## src/rtl/player_pkg.sv

```systemverilog
// ---------------------------------------------------------------------------
// player_pkg
// Definitions shared by the player edge detector and the player motion block:
// edge bit positions within a HitEdgeCode, the edge-code type, the offset
// type used for sprite-relative coordinates, and the detector FSM states.
// ---------------------------------------------------------------------------
package player_pkg;

  // Bit positions inside a HitEdgeCode (the motion block decodes the same way).
  localparam int EDGE_LEFT   = 3;
  localparam int EDGE_TOP    = 2;
  localparam int EDGE_RIGHT  = 1;
  localparam int EDGE_BOTTOM = 0;

  typedef logic [3:0] edge_code_t;

  // Sprite-relative pixel offset (raster minus sprite top-left), signed.
  localparam int OFF_W = 12;
  typedef logic signed [OFF_W-1:0] off_t;

  typedef enum logic [1:0] {
    ST_ACCUM  = 2'd0,
    ST_SNAP   = 2'd1,
    ST_REPORT = 2'd2
  } det_state_t;

endpackage

```

## src/rtl/edge_band_classifier.sv

```systemverilog
// ---------------------------------------------------------------------------
// edge_band_classifier
// Purely combinational. Maps a sprite-relative offset to the set of sprite
// edge bands it lies in, and flags whether the offset is inside the sprite.
//   offx_i, offy_i : sprite-relative offset (signed)
//   band_o         : edge mask, bit order per player_pkg EDGE_* constants
//   valid_o        : offset lies inside the SPRITE_W x SPRITE_H box
// Top/bottom bands span the full width; left/right bands exclude the rows
// already owned by top/bottom, so a corner pixel only ever counts as
// top or bottom.
// ---------------------------------------------------------------------------
module edge_band_classifier
  import player_pkg::*;
#(
  parameter int SPRITE_W = 32,
  parameter int SPRITE_H = 32,
  parameter int EDGE_W   = 4
) (
  input  off_t       offx_i,
  input  off_t       offy_i,
  output edge_code_t band_o,
  output logic       valid_o
);

  localparam off_t SW = off_t'(SPRITE_W);
  localparam off_t SH = off_t'(SPRITE_H);
  localparam off_t EW = off_t'(EDGE_W);

  logic in_x;
  logic in_y;
  logic side_y;

  always_comb begin
    // NOTE: every output of a combinational block gets a default first so no
    // path can leave it unassigned and infer a latch.
    band_o  = '0;
    in_x    = (offx_i >= off_t'(0)) && (offx_i < SW);
    in_y    = (offy_i >= off_t'(0)) && (offy_i < SH);
    valid_o = in_x && in_y;
    side_y  = (offy_i >= EW) && (offy_i < (SH - EW));

    band_o[EDGE_TOP]    = (offy_i < EW);
    band_o[EDGE_BOTTOM] = (offy_i >= (SH - EW));
    band_o[EDGE_LEFT]   = side_y && (offx_i < EW);
    band_o[EDGE_RIGHT]  = side_y && (offx_i >= (SW - EW));
  end

endmodule

```

## src/rtl/player_edge_detector.sv

```systemverilog
// ---------------------------------------------------------------------------
// player_edge_detector
// Watches the raster, counts player/brick overlap pixels per sprite edge over
// one frame, folds in screen-border contact, and reports once per frame.
//   clk, resetN   : clock, asynchronous active-low reset
//   startOfFrame  : one-cycle frame-start pulse
//   pixelX/Y      : current raster position (unsigned)
//   playerDR      : player sprite draws this pixel
//   brickDR       : solid tile draws this pixel
//   topLeftX/Y    : player top-left corner (signed)
//   collision     : one-cycle pulse two cycles after startOfFrame if any edge hit
//   HitEdgeCode   : {left, top, right, bottom}, updated once per frame
//   overlapCount  : total overlap pixels of the previous frame (saturating)
// ---------------------------------------------------------------------------
module player_edge_detector
  import player_pkg::*;
#(
  parameter int SPRITE_W = 32,
  parameter int SPRITE_H = 32,
  parameter int EDGE_W   = 4,
  parameter int MIN_HITS = 3,
  parameter int CNT_W    = 8,
  parameter int SCREEN_W = 640,
  parameter int SCREEN_H = 480
) (
  input  logic              clk,
  input  logic              resetN,
  input  logic              startOfFrame,
  input  logic [10:0]       pixelX,
  input  logic [10:0]       pixelY,
  input  logic              playerDR,
  input  logic              brickDR,
  input  logic [10:0]       topLeftX,
  input  logic [10:0]       topLeftY,
  output logic              collision,
  output logic [3:0]        HitEdgeCode,
  output logic [CNT_W-1:0]  overlapCount
);

  localparam logic [CNT_W-1:0] MIN_HITS_C = CNT_W'(MIN_HITS);

  function automatic logic [CNT_W-1:0] sat_inc(input logic [CNT_W-1:0] v);
    return (v == '1) ? v : v + 1'b1;
  endfunction

  // ---------------- stage 1: register hit and sprite-relative offset -------
  logic hit_q;
  off_t offx_q;
  off_t offy_q;

  always_ff @(posedge clk or negedge resetN) begin
    if (!resetN) begin
      hit_q  <= 1'b0;
      offx_q <= '0;
      offy_q <= '0;
    end else begin
      // NOTE: sequential state uses non-blocking assignment so every register
      // samples the pre-edge values regardless of statement order.
      hit_q  <= playerDR & brickDR;
      offx_q <= off_t'({1'b0, pixelX}) - off_t'({topLeftX[10], topLeftX});
      offy_q <= off_t'({1'b0, pixelY}) - off_t'({topLeftY[10], topLeftY});
    end
  end

  // ---------------- stage 2: band classification ---------------------------
  edge_code_t band_mask;
  logic       band_valid;
  logic       hit_valid;

  edge_band_classifier #(
    .SPRITE_W (SPRITE_W),
    .SPRITE_H (SPRITE_H),
    .EDGE_W   (EDGE_W)
  ) u_classifier (
    .offx_i  (offx_q),
    .offy_i  (offy_q),
    .band_o  (band_mask),
    .valid_o (band_valid)
  );

  assign hit_valid = hit_q & band_valid;

  // ---------------- counters, border contact, snapshot value ---------------
  logic [CNT_W-1:0] edge_cnt_q   [4];
  logic [CNT_W-1:0] edge_cnt_inc [4];
  logic [CNT_W-1:0] total_q;
  logic [CNT_W-1:0] total_inc;
  edge_code_t       border;
  edge_code_t       snap_code;
  off_t             tlx_ext;
  off_t             tly_ext;

  assign tlx_ext = off_t'({topLeftX[10], topLeftX});
  assign tly_ext = off_t'({topLeftY[10], topLeftY});

  always_comb begin
    border    = '0;
    snap_code = '0;
    total_inc = hit_valid ? sat_inc(total_q) : total_q;
    for (int i = 0; i < 4; i++) begin
      edge_cnt_inc[i] = (hit_valid && band_mask[i]) ? sat_inc(edge_cnt_q[i])
                                                     : edge_cnt_q[i];
    end

    border[EDGE_LEFT]   = (tlx_ext <= off_t'(0));
    border[EDGE_RIGHT]  = ((tlx_ext + off_t'(SPRITE_W)) >= off_t'(SCREEN_W));
    border[EDGE_TOP]    = (tly_ext <= off_t'(0));
    border[EDGE_BOTTOM] = ((tly_ext + off_t'(SPRITE_H)) >= off_t'(SCREEN_H));

    for (int i = 0; i < 4; i++) begin
      snap_code[i] = (edge_cnt_q[i] >= MIN_HITS_C) | border[i];
    end
  end

  // ---------------- frame FSM with registered outputs ----------------------
  det_state_t       state_q;
  edge_code_t       hit_edge_q;
  logic [CNT_W-1:0] overlap_q;
  logic             collision_q;

  always_ff @(posedge clk or negedge resetN) begin
    if (!resetN) begin
      state_q     <= ST_ACCUM;
      hit_edge_q  <= '0;
      overlap_q   <= '0;
      collision_q <= 1'b0;
      total_q     <= '0;
      // NOTE: the counter array is a handful of flops, not a RAM, so it is
      // reset like any other register.
      for (int i = 0; i < 4; i++) edge_cnt_q[i] <= '0;
    end else begin
      collision_q <= 1'b0;
      case (state_q)
        ST_ACCUM: begin
          // A hit landing on the startOfFrame cycle is still counted here,
          // so the snapshot next cycle sees it.
          total_q <= total_inc;
          for (int i = 0; i < 4; i++) edge_cnt_q[i] <= edge_cnt_inc[i];
          if (startOfFrame) state_q <= ST_SNAP;
        end
        ST_SNAP: begin
          // Counters restart for the new frame; the hit in flight is dropped.
          hit_edge_q <= snap_code;
          overlap_q  <= total_q;
          total_q    <= '0;
          for (int i = 0; i < 4; i++) edge_cnt_q[i] <= '0;
          state_q    <= ST_REPORT;
        end
        ST_REPORT: begin
          collision_q <= (hit_edge_q != '0);
          total_q     <= total_inc;
          for (int i = 0; i < 4; i++) edge_cnt_q[i] <= edge_cnt_inc[i];
          state_q     <= ST_ACCUM;
        end
        default: state_q <= ST_ACCUM;
      endcase
    end
  end

  assign collision    = collision_q;
  assign HitEdgeCode  = hit_edge_q;
  assign overlapCount = overlap_q;

endmodule

```

## config.mk

```make
export PLATFORM = sky130hd
export DESIGN_NAME = player_edge_detector
export DESIGN_NICKNAME = d
export VERILOG_FILES = /design/src/rtl/player_pkg.sv /design/src/rtl/edge_band_classifier.sv /design/src/rtl/player_edge_detector.sv
export SDC_FILE = /design/constraint.sdc
export NUM_CORES = 1
export LEC_CHECK = 0
export ABC_CLOCK_PERIOD_IN_PS = 3200
export CORE_UTILIZATION = 31
export CTS_BUF_LIST = sky130_fd_sc_hd__clkbuf_2 sky130_fd_sc_hd__clkbuf_4 sky130_fd_sc_hd__clkbuf_8
export DETAILED_ROUTE_END_ITERATION = 16
export PLACE_DENSITY_LB_ADDON = 0.2
export SYNTH_ARGS = -nofsm -noshare
export SYNTH_HDL_FRONTEND = slang
export SYNTH_SLANG_ARGS = --single-unit
```

## constraint.sdc

```tcl
create_clock -name clk -period 3.2 [get_ports clk]
set_input_delay 0.64 -clock clk [delete_from_list [all_inputs] [get_ports clk]]
set_output_delay 0.64 -clock clk [all_outputs]
set_load 0.05 [all_outputs]
```

==> results of run 1 <==
## stage by stage
stage / worst slack (ns) / std cells
after floorplan: 0.916 / 508
after global placement: 0.389 / 746
after detailed placement: 0.355 / 746
after CTS: 0.725 / 762
after global routing: 0.567 / 762
final: 0.715 / 762
## cell type report
type                            count  area [sq um]
Fill cell                        1445          8930
Multi-Input combinational cell    385          2560
Inverter                           36           135
Sequential cell                    76          1900
Tap cell                          184           230
Clock inverter                      1          5.00
Timing Repair Buffer               65           638
Clock buffer                       15           188
## logic make-up (layout without fill, tap and decap cells)
logic type	Yosys count	in the layout	share of synthesized area
multiplexers	11	11	0.0237
XOR/XNOR	20	20	0.0377
AND/OR/NAND/NOR	216	216	0.249
flip-flops	76	76	0.409
buffers and inverters	47	117	0.0383
AO/OA/AOI/OAI	106	106	0.153
adder cells (fa/ha/maj)	32	32	0.0889
## how the worst max path moves through the flow
| stage | cells past startpoint | slack [ns] | to | from |
|---|---|---|---|---|
| after global routing | 8 | 0.57 | offx_q[11] | topLeftX[1] |
| after CTS | 8 | 0.73 | offx_q[11] | topLeftX[1] |
| after detailed placement | 8 | 0.35 | offx_q[11] | topLeftX[1] |
| final | 8 | 0.71 | offx_q[11] | topLeftX[1] |
| after floorplan | 7 | 0.92 | edge_cnt_q[19] | edge_cnt_q[16] |
| after global placement | 8 | 0.39 | offx_q[11] | topLeftX[1] |
## state kept, by name (all words and copies together) (netlist names)
| name | count |
|---|---|
| edge_cnt_q | 32 |
| offx_q | 10 |
| offy_q | 10 |
| overlapCount | 8 |
| total_q | 8 |
| HitEdgeCode | 4 |
| state_q | 2 |
| collision | 1 |
| hit_q | 1 |
## metal layers
metal | part of all wire | global-route usage
met5 | 0 | 0
met4 | 0.010 | 0.0446
met3 | 0.036 | 0.0232
met2 | 0.49 | 0.240
met1 | 0.46 | 0.187
## power by group
part / leakage, nW / internal (mW) / switching [mW] / total, mW
clock: 0.104 / 0.371 / 0.335 / 0.706
sequential: 1.00 / 1.03 / 0.0577 / 1.09
combinational: 1.38 / 0.222 / 0.310 / 0.532
## cells in the final DEF (no fill, tap or decap), drive strengths merged, types with 4 or more instances in the layout
master	instances
dfrtp	76
clkdlybuf4s50	60
nand2	58
inv	36
nor2	29
ha	29
o21ai	25
a21oi	23
nand3	21
nor4	20
xnor2	15
clkbuf	15
nor3	14
or3	12
nor2b	11
nand2b	11
nand4	11
mux2i	11
and3	11
a31oi	10
or4	6
xor2	5
a31o	5
buf	5
o21a	4
o211ai	4
o31ai	4
and4	4
==> impl_metrics.prom, run 1 <==
# TYPE chip_impl_metric gauge
chip_impl_info{name="run_status",value="complete, no violations"} 1
chip_impl_metric{name="insertion_delay",unit="ns"} 0.35
chip_impl_info{name="ctsRootBufferMaster",value="clkbuf_8"} 1
chip_impl_info{name="min_path_type",value="in2async"} 1
chip_impl_metric{name="tightestPinTransition",unit="ns"} 0.937
chip_impl_info{name="worst_setup_path_end_kind",value="flip-flop"} 1
chip_impl_metric{name="totalPowerFinal",unit="mW"} 2.33
chip_impl_metric{name="rows",unit=""} 44
chip_impl_metric{name="grt_first_pass_wirelength",unit="mm"} 18.2
chip_impl_metric{name="stdcell_area",unit="sq um"} 5660
chip_impl_metric{name="floorplan.die_area",unit="sq um"} 15500
chip_impl_metric{name="grt_usage",unit=""} 0.143
chip_impl_metric{name="post-route-util",unit=""} 0.388
chip_impl_metric{name="critPathArrivalTime",unit="ns"} 2.74
chip_impl_metric{name="yosys_warnings",unit=""} 0
chip_impl_metric{name="detailedRoute.firstPassIterationCount",unit=""} 5
chip_impl_metric{name="routed-via-count",unit=""} 3945
chip_impl_metric{name="synthesis.instances",unit=""} 508
chip_impl_metric{name="reg2regPathDepth",unit=""} 6
chip_impl_metric{name="r2r_slack",unit="ns"} 0.79
chip_impl_info{name="yosys.area.top_type",value="dfrtp_1"} 1
chip_impl_metric{name="hold_buffers",unit=""} 0
chip_impl_metric{name="proportion_of_register_bits_with_asynchronous_set_or_reset_after_synthesis",unit=""} 1.00
chip_impl_metric{name="cts_setup_buffers",unit=""} 0
chip_impl_metric{name="count_of_buffers_from_port_buffering",unit=""} 61
chip_impl_metric{name="finalWeightedCongestion",unit=""} 0.775
chip_impl_metric{name="critical_path_peak_fanout",unit=""} 3
chip_impl_metric{name="ys_types",unit=""} 60
chip_impl_metric{name="required",unit="ns"} 3.45
chip_impl_metric{name="cts-resized-gates",unit=""} 0
chip_impl_metric{name="timing.final.hold_violations",unit=""} 0
chip_impl_info{name="cts_tree",value="built"} 1
chip_impl_info{name="dominantRegCellSynth",value="dfrtp_1"} 1
chip_impl_info{name="worst_r2r_endpoint",value="edge_cnt_q[19]"} 1
chip_impl_metric{name="h-tree-depth",unit=""} 3
chip_impl_metric{name="first_global_vias",unit=""} 3757
chip_impl_metric{name="drt_drc_violations_left",unit=""} 0
chip_impl_metric{name="sinks_on_clock_net",unit=""} 76
chip_impl_metric{name="finalSetupViolations",unit=""} 0
chip_impl_metric{name="ant_nets",unit=""} 0
chip_impl_info{name="most_repeated_cell_in_the_gate_level_netlist_after_synthesis",value="dfrtp_1"} 1
chip_impl_metric{name="detailedRoute.firstIterationViolations",unit=""} 299
chip_impl_metric{name="antenna_found_initial",unit=""} 0
chip_impl_metric{name="cts_inserted_buffers",unit=""} 9
chip_impl_metric{name="headroom_to_the_max_slew_limit",unit=""} 0.375
chip_impl_metric{name="die_w",unit="um"} 124
chip_impl_metric{name="num_antenna_cells",unit=""} 0
chip_impl_metric{name="finalSetupTns",unit="ns"} 0
chip_impl_metric{name="detail_route.wirelength",unit="mm"} 10.6
chip_impl_metric{name="die_height",unit="um"} 124
chip_impl_metric{name="synth_seq_cells",unit=""} 76
chip_impl_metric{name="syn_to_final_growth",unit="%"} 21.9
chip_impl_info{name="synthTopCellsByArea",value="dfrtp_1 (41%), ha_1 (7.8%), nand2_1 (4.7%), inv_1 (2.9%), xnor2_1 (2.8%)"} 1
chip_impl_metric{name="grt.overflow.total",unit=""} 0
chip_impl_info{name="path_delay_family",value="compound AO/OA/AOI/OAI gates"} 1
chip_impl_metric{name="initial_utilization",unit=""} 0.318
chip_impl_info{name="crit_type",value="in2reg"} 1
chip_impl_metric{name="core_region_area",unit="sq um"} 14600
chip_impl_info{name="crit_path_cell_trace",value="clkdlybuf4s50_1 > inv_1 > ha_1 > nor2b_1 > o31a_1 > o21ai_0 > o21ai_0 > a311oi_1"} 1
chip_impl_metric{name="cp_num_buf_inv",unit=""} 2
chip_impl_metric{name="leakage",unit="nW"} 2.48
chip_impl_metric{name="place.detailed.hpwl",unit="mm"} 7.85
chip_impl_info{name="worst_path_most_repeated_cell",value="o21ai_0"} 1
chip_impl_metric{name="cts.clk_slew.worst_paths",unit="ns"} 0.07
chip_impl_metric{name="worst_ir_drop_vdd",unit="uV"} 178
chip_impl_info{name="reg2reg_from",value="edge_cnt_q[16]"} 1
chip_impl_metric{name="syn_area",unit="sq um"} 4640
chip_impl_metric{name="synth.top_cell.area_share",unit=""} 0.409
chip_impl_metric{name="portion_of_the_post_synthesis_area_used_by_sequential_elements",unit=""} 0.409
chip_impl_metric{name="synth_edf_count",unit=""} 0
chip_impl_info{name="setup.worst_path.start_class",value="primary input"} 1
chip_impl_metric{name="syn_avg_cell_area",unit="sq um"} 9.14
chip_impl_metric{name="finish.net_count",unit=""} 653
chip_impl_metric{name="grt_start_max_net_pins",unit=""} 77
chip_impl_metric{name="timing.max_cap.violations",unit=""} 0
chip_impl_info{name="rsz0062_at_grt",value="false"} 1
chip_impl_metric{name="wire_per_inst",unit="um"} 13.9
chip_impl_metric{name="power.density_cell_area",unit="nW/um^2"} 412
chip_impl_metric{name="worst_hold_slack",unit="ns"} 0.425
chip_impl_metric{name="max_stage_delay",unit="ns"} 0.53
chip_impl_metric{name="final.min_clock_period",unit="ns"} 2.49
chip_impl_metric{name="num_io_pins",unit=""} 62
chip_impl_metric{name="skew",unit="ns"} 0.00872
chip_impl_info{name="critical-path-slowest-cell",value="clkdlybuf4s50_1"} 1
chip_impl_metric{name="vias_per_cell",unit=""} 5.18
chip_impl_info{name="yosys-top-cells-count",value="dfrtp_1 (76), nand2_1 (58), inv_1 (36), ha_1 (29), nor2_1 (29)"} 1
chip_impl_metric{name="clock_tree.buffer_depth",unit=""} 2
chip_impl_metric{name="post-route-period-util",unit=""} 0.777
chip_impl_metric{name="drive_above_1_share",unit=""} 0.0640
chip_impl_metric{name="max_freq",unit="MHz"} 402
chip_impl_metric{name="placedInstanceArea",unit="sq um"} 5470
chip_impl_metric{name="syn_nets",unit=""} 588
chip_impl_metric{name="timing.final.max_slew_violations",unit=""} 0
No activity file was read; power rests on OpenSTA's default activity.
==> inputs of run 2 (changes only) <==
Settings changed: ABC_CLOCK_PERIOD_IN_PS 3200 to 2000.
Clock period 3.2 ns to 2 ns, I/O delays scaled along.
==> run 2 against run 1 <==
  * The flow now finishes with violations (setup timing)
  * Highest routed layer unchanged
  * Combinational power increased by 110%
  * Largest power group unchanged
  * Sequential power is 61% higher
  * Sequential share of layout area decreased by 5.4 points
  * Final cell count is 13% higher
  * Clock power grew 50%
  * Critical endpoint is now edge_cnt_q[19]
  * Via count is 13% higher
  * Final area up 19%
  * Non-clock buffer count rose by 99
==> impl_metrics.prom, run 2 (same netlist as run 1, synthesis figures left out) <==
# TYPE chip_impl_metric gauge
chip_impl_metric{name="routed-via-count",unit=""} 4443
chip_impl_metric{name="pwr-share-comb",unit=""} 0.288
chip_impl_metric{name="cp.depth",unit=""} 4
chip_impl_metric{name="vias_per_cell",unit=""} 5.16
chip_impl_metric{name="finish.net_count",unit=""} 752
chip_impl_metric{name="power.density_cell_area",unit="nW/um^2"} 584
chip_impl_info{name="ctsRootBufferMaster",value="clkbuf_8"} 1
chip_impl_metric{name="rows",unit=""} 44
chip_impl_metric{name="grt_first_pass_wirelength",unit="mm"} 20.3
chip_impl_info{name="critical-path-slowest-cell",value="or4_4"} 1
chip_impl_metric{name="worst_hold_slack",unit="ns"} 0.477
chip_impl_metric{name="finalSetupViolations",unit=""} 1
chip_impl_metric{name="h-tree-depth",unit=""} 3
chip_impl_info{name="crit_path_end",value="edge_cnt_q[19]"} 1
chip_impl_metric{name="timing.final.hold_violations",unit=""} 0
chip_impl_metric{name="largest_register_ffs",unit=""} 32
chip_impl_metric{name="die_height",unit="um"} 124
chip_impl_metric{name="required",unit="ns"} 2.29
chip_impl_metric{name="stdcell_area",unit="sq um"} 6760
chip_impl_metric{name="syn_to_final_growth",unit="%"} 45.5
chip_impl_metric{name="timing.max_cap.violations",unit=""} 0
chip_impl_metric{name="post-route-period-util",unit=""} 1.01
chip_impl_metric{name="tightestPinTransition",unit="ns"} 0.662
chip_impl_metric{name="detailedRoute.firstPassIterationCount",unit=""} 4
chip_impl_metric{name="finalWeightedCongestion",unit=""} 0.839
chip_impl_info{name="top_regs",value="edge_cnt_q (32), offx_q (10), offy_q (10)"} 1
chip_impl_metric{name="insertion_delay",unit="ns"} 0.36
chip_impl_metric{name="skew",unit="ns"} 0.00960
chip_impl_metric{name="drt_drc_violations_left",unit=""} 0
chip_impl_info{name="worst_r2r_endpoint",value="edge_cnt_q[19]"} 1
chip_impl_metric{name="final.min_clock_period",unit="ns"} 2.03
chip_impl_info{name="cts_tree",value="built"} 1
chip_impl_metric{name="critPathArrivalTime",unit="ns"} 2.31
chip_impl_metric{name="reg2regPathDepth",unit=""} 4
chip_impl_metric{name="detail_route.wirelength",unit="mm"} 12.4
chip_impl_info{name="highest_count_cells_in_the_layout_ignoring_fill_and_taps",value="buf_4 (96), dfrtp_1 (76), nand2_1 (56)"} 1
chip_impl_metric{name="first_global_vias",unit=""} 4441
chip_impl_info{name="worst_setup_path_end_kind",value="flip-flop"} 1
chip_impl_info{name="rsz0062_at_grt",value="true"} 1
chip_impl_metric{name="antenna_found_initial",unit=""} 0
chip_impl_metric{name="sinks_on_clock_net",unit=""} 76
chip_impl_metric{name="floorplan.die_area",unit="sq um"} 15500
chip_impl_info{name="setup.worst_path.start_class",value="flip-flop"} 1
chip_impl_metric{name="finalSetupTns",unit="ns"} -0.0257
chip_impl_metric{name="leakage",unit="nW"} 3.04
chip_impl_metric{name="num_io_pins",unit=""} 62
chip_impl_metric{name="placed_cells",unit=""} 833
chip_impl_metric{name="ant_nets",unit=""} 0
chip_impl_metric{name="setup_slack",unit="ns"} -0.0257
chip_impl_metric{name="die_w",unit="um"} 124
chip_impl_metric{name="detailedRoute.firstIterationViolations",unit=""} 238
chip_impl_metric{name="grt_usage",unit=""} 0.159
chip_impl_metric{name="clock_tree.buffer_depth",unit=""} 2
chip_impl_info{name="cp-startpoint",value="offy_q[7]"} 1
chip_impl_metric{name="totalPowerFinal",unit="mW"} 3.95
chip_impl_metric{name="cts_inserted_buffers",unit=""} 9
chip_impl_info{name="path_delay_family",value="simple AND/OR/NAND/NOR gates"} 1
chip_impl_metric{name="critical_path_peak_fanout",unit=""} 5
chip_impl_metric{name="drive_above_1_share",unit=""} 0.275
chip_impl_metric{name="p_seq_frac",unit=""} 0.444
chip_impl_metric{name="final_cell_count_no_fill",unit=""} 861
chip_impl_metric{name="wire_per_inst",unit="um"} 14.4
chip_impl_metric{name="r2r_slack",unit="ns"} -0.03
chip_impl_metric{name="max_freq",unit="MHz"} 494
chip_impl_info{name="violations_in_the_final_reports",value="setup timing"} 1
chip_impl_metric{name="num_antenna_cells",unit=""} 0
chip_impl_metric{name="timing.final.max_slew_violations",unit=""} 0
chip_impl_metric{name="cp_num_buf_inv",unit=""} 0
chip_impl_metric{name="headroom_to_the_max_slew_limit",unit=""} 0.555
chip_impl_info{name="top_register",value="edge_cnt_q"} 1
chip_impl_metric{name="grt.overflow.total",unit=""} 0
chip_impl_info{name="crit_type",value="reg2reg"} 1
chip_impl_info{name="run_status",value="finished with violations"} 1
chip_impl_metric{name="place.detailed.hpwl",unit="mm"} 9.10
chip_impl_metric{name="power.internal",unit="mW"} 2.65
chip_impl_metric{name="power.switching_fraction",unit=""} 0.328
chip_impl_metric{name="switching_power",unit="mW"} 1.29
chip_impl_metric{name="cts.clk_slew.worst_paths",unit="ns"} 0.08
chip_impl_metric{name="worst_ir_drop_vdd",unit="uV"} 290
chip_impl_metric{name="post-route-util",unit=""} 0.463
chip_impl_metric{name="placedInstanceArea",unit="sq um"} 6150
chip_impl_metric{name="grt_start_max_net_pins",unit=""} 53
chip_impl_metric{name="clock_power_share",unit=""} 0.268
chip_impl_metric{name="count_of_buffers_from_port_buffering",unit=""} 61
chip_impl_metric{name="max_stage_delay",unit="ns"} 0.53
chip_impl_metric{name="core_region_area",unit="sq um"} 14600
chip_impl_info{name="mostFrequentLayoutCell",value="buf_4"} 1
chip_impl_info{name="min_path_type",value="reg2reg"} 1
chip_impl_info{name="reg2reg_from",value="offy_q[7]"} 1
chip_impl_metric{name="dp_worst_setup_slack",unit="ns"} -0.496
chip_impl_metric{name="initial_utilization",unit=""} 0.318
chip_impl_info{name="crit_path_cell_trace",value="or4_4 > or3_4 > or4_1 > a21oi_1"} 1
==> run 2: changes by cell type in the layout (fill, tap and decap cells not counted), sizes merged <==
cell / before / now
clkbuf: 15 / 10
clkdlybuf4s50: 60 / 55
buf: 5 / 106
dlygate4sd3: 0 / 1
clkinv: 1 / 3
clkdlybuf4s15: 0 / 1
clkinvlp: 0 / 3
dlymetal6s2s: 0 / 1
==> run 2: worst min path at each step <==
stage / cells after the start / slack [ns] / to / from
final: 2 / 0.48 / overlapCount[4] / overlapCount[4]
after global routing: 2 / 0.49 / overlapCount[4] / overlapCount[4]
after CTS: 2 / 0.48 / overlapCount[3] / resetN
after detailed placement: 1 / 0.33 / overlapCount[3] / resetN
after global placement: 1 / 0.33 / overlapCount[3] / resetN
after floorplan: 0 / 0.10 / HitEdgeCode[0] / resetN
==> run 2: area by class of cell <==
cell class | count | area (sq um)
fillers | 1385 | 7830
well taps | 184 | 230
inverters | 36 | 135
clock buffers | 10 | 131
flip-flops and latches | 76 | 1900
repair buffers | 164 | 1430
multi-input cells | 385 | 2890
clock inverters | 6 | 41.3
==> run 2: tightest hold or removal path: stages, from the launching register on <==
cell     delay [ns]
dfrtp_1        0.35
nand2_1        0.05
nand2_1        0.05
==> run 2: repair_timing <==
item | in CTS | in global routing
buffers inserted | 4 | 5
setup endpoints to repair | 16 | 39
endpoints found under the hold margin | 24 | 0
pin swaps | 19 | 25
resized for setup | 16 | 57
gates cloned | 0 | 2
hold buffers | 1 | 0
==> run 2: layer usage <==
layer	track usage	wire length, um	vias to the layer above
li1	-	-	2188
met3	0.0288	394	22
met5	0	0	-
met1	0.192	5540	2145
met2	0.279	6180	88
met4	0.0602	280	0
==> run 2: power groups by stage <==
stage	logic, mW	clock network, mW	registers [mW]
2_1_floorplan	0.456	0	1.85
3_3_place_gp	1.03	0	1.77
3_5_place_dp	1.04	0	1.77
4_1_cts	1.06	1.09	1.75
5_1_grt	1.25	1.16	1.77
6_report	1.14	1.06	1.75
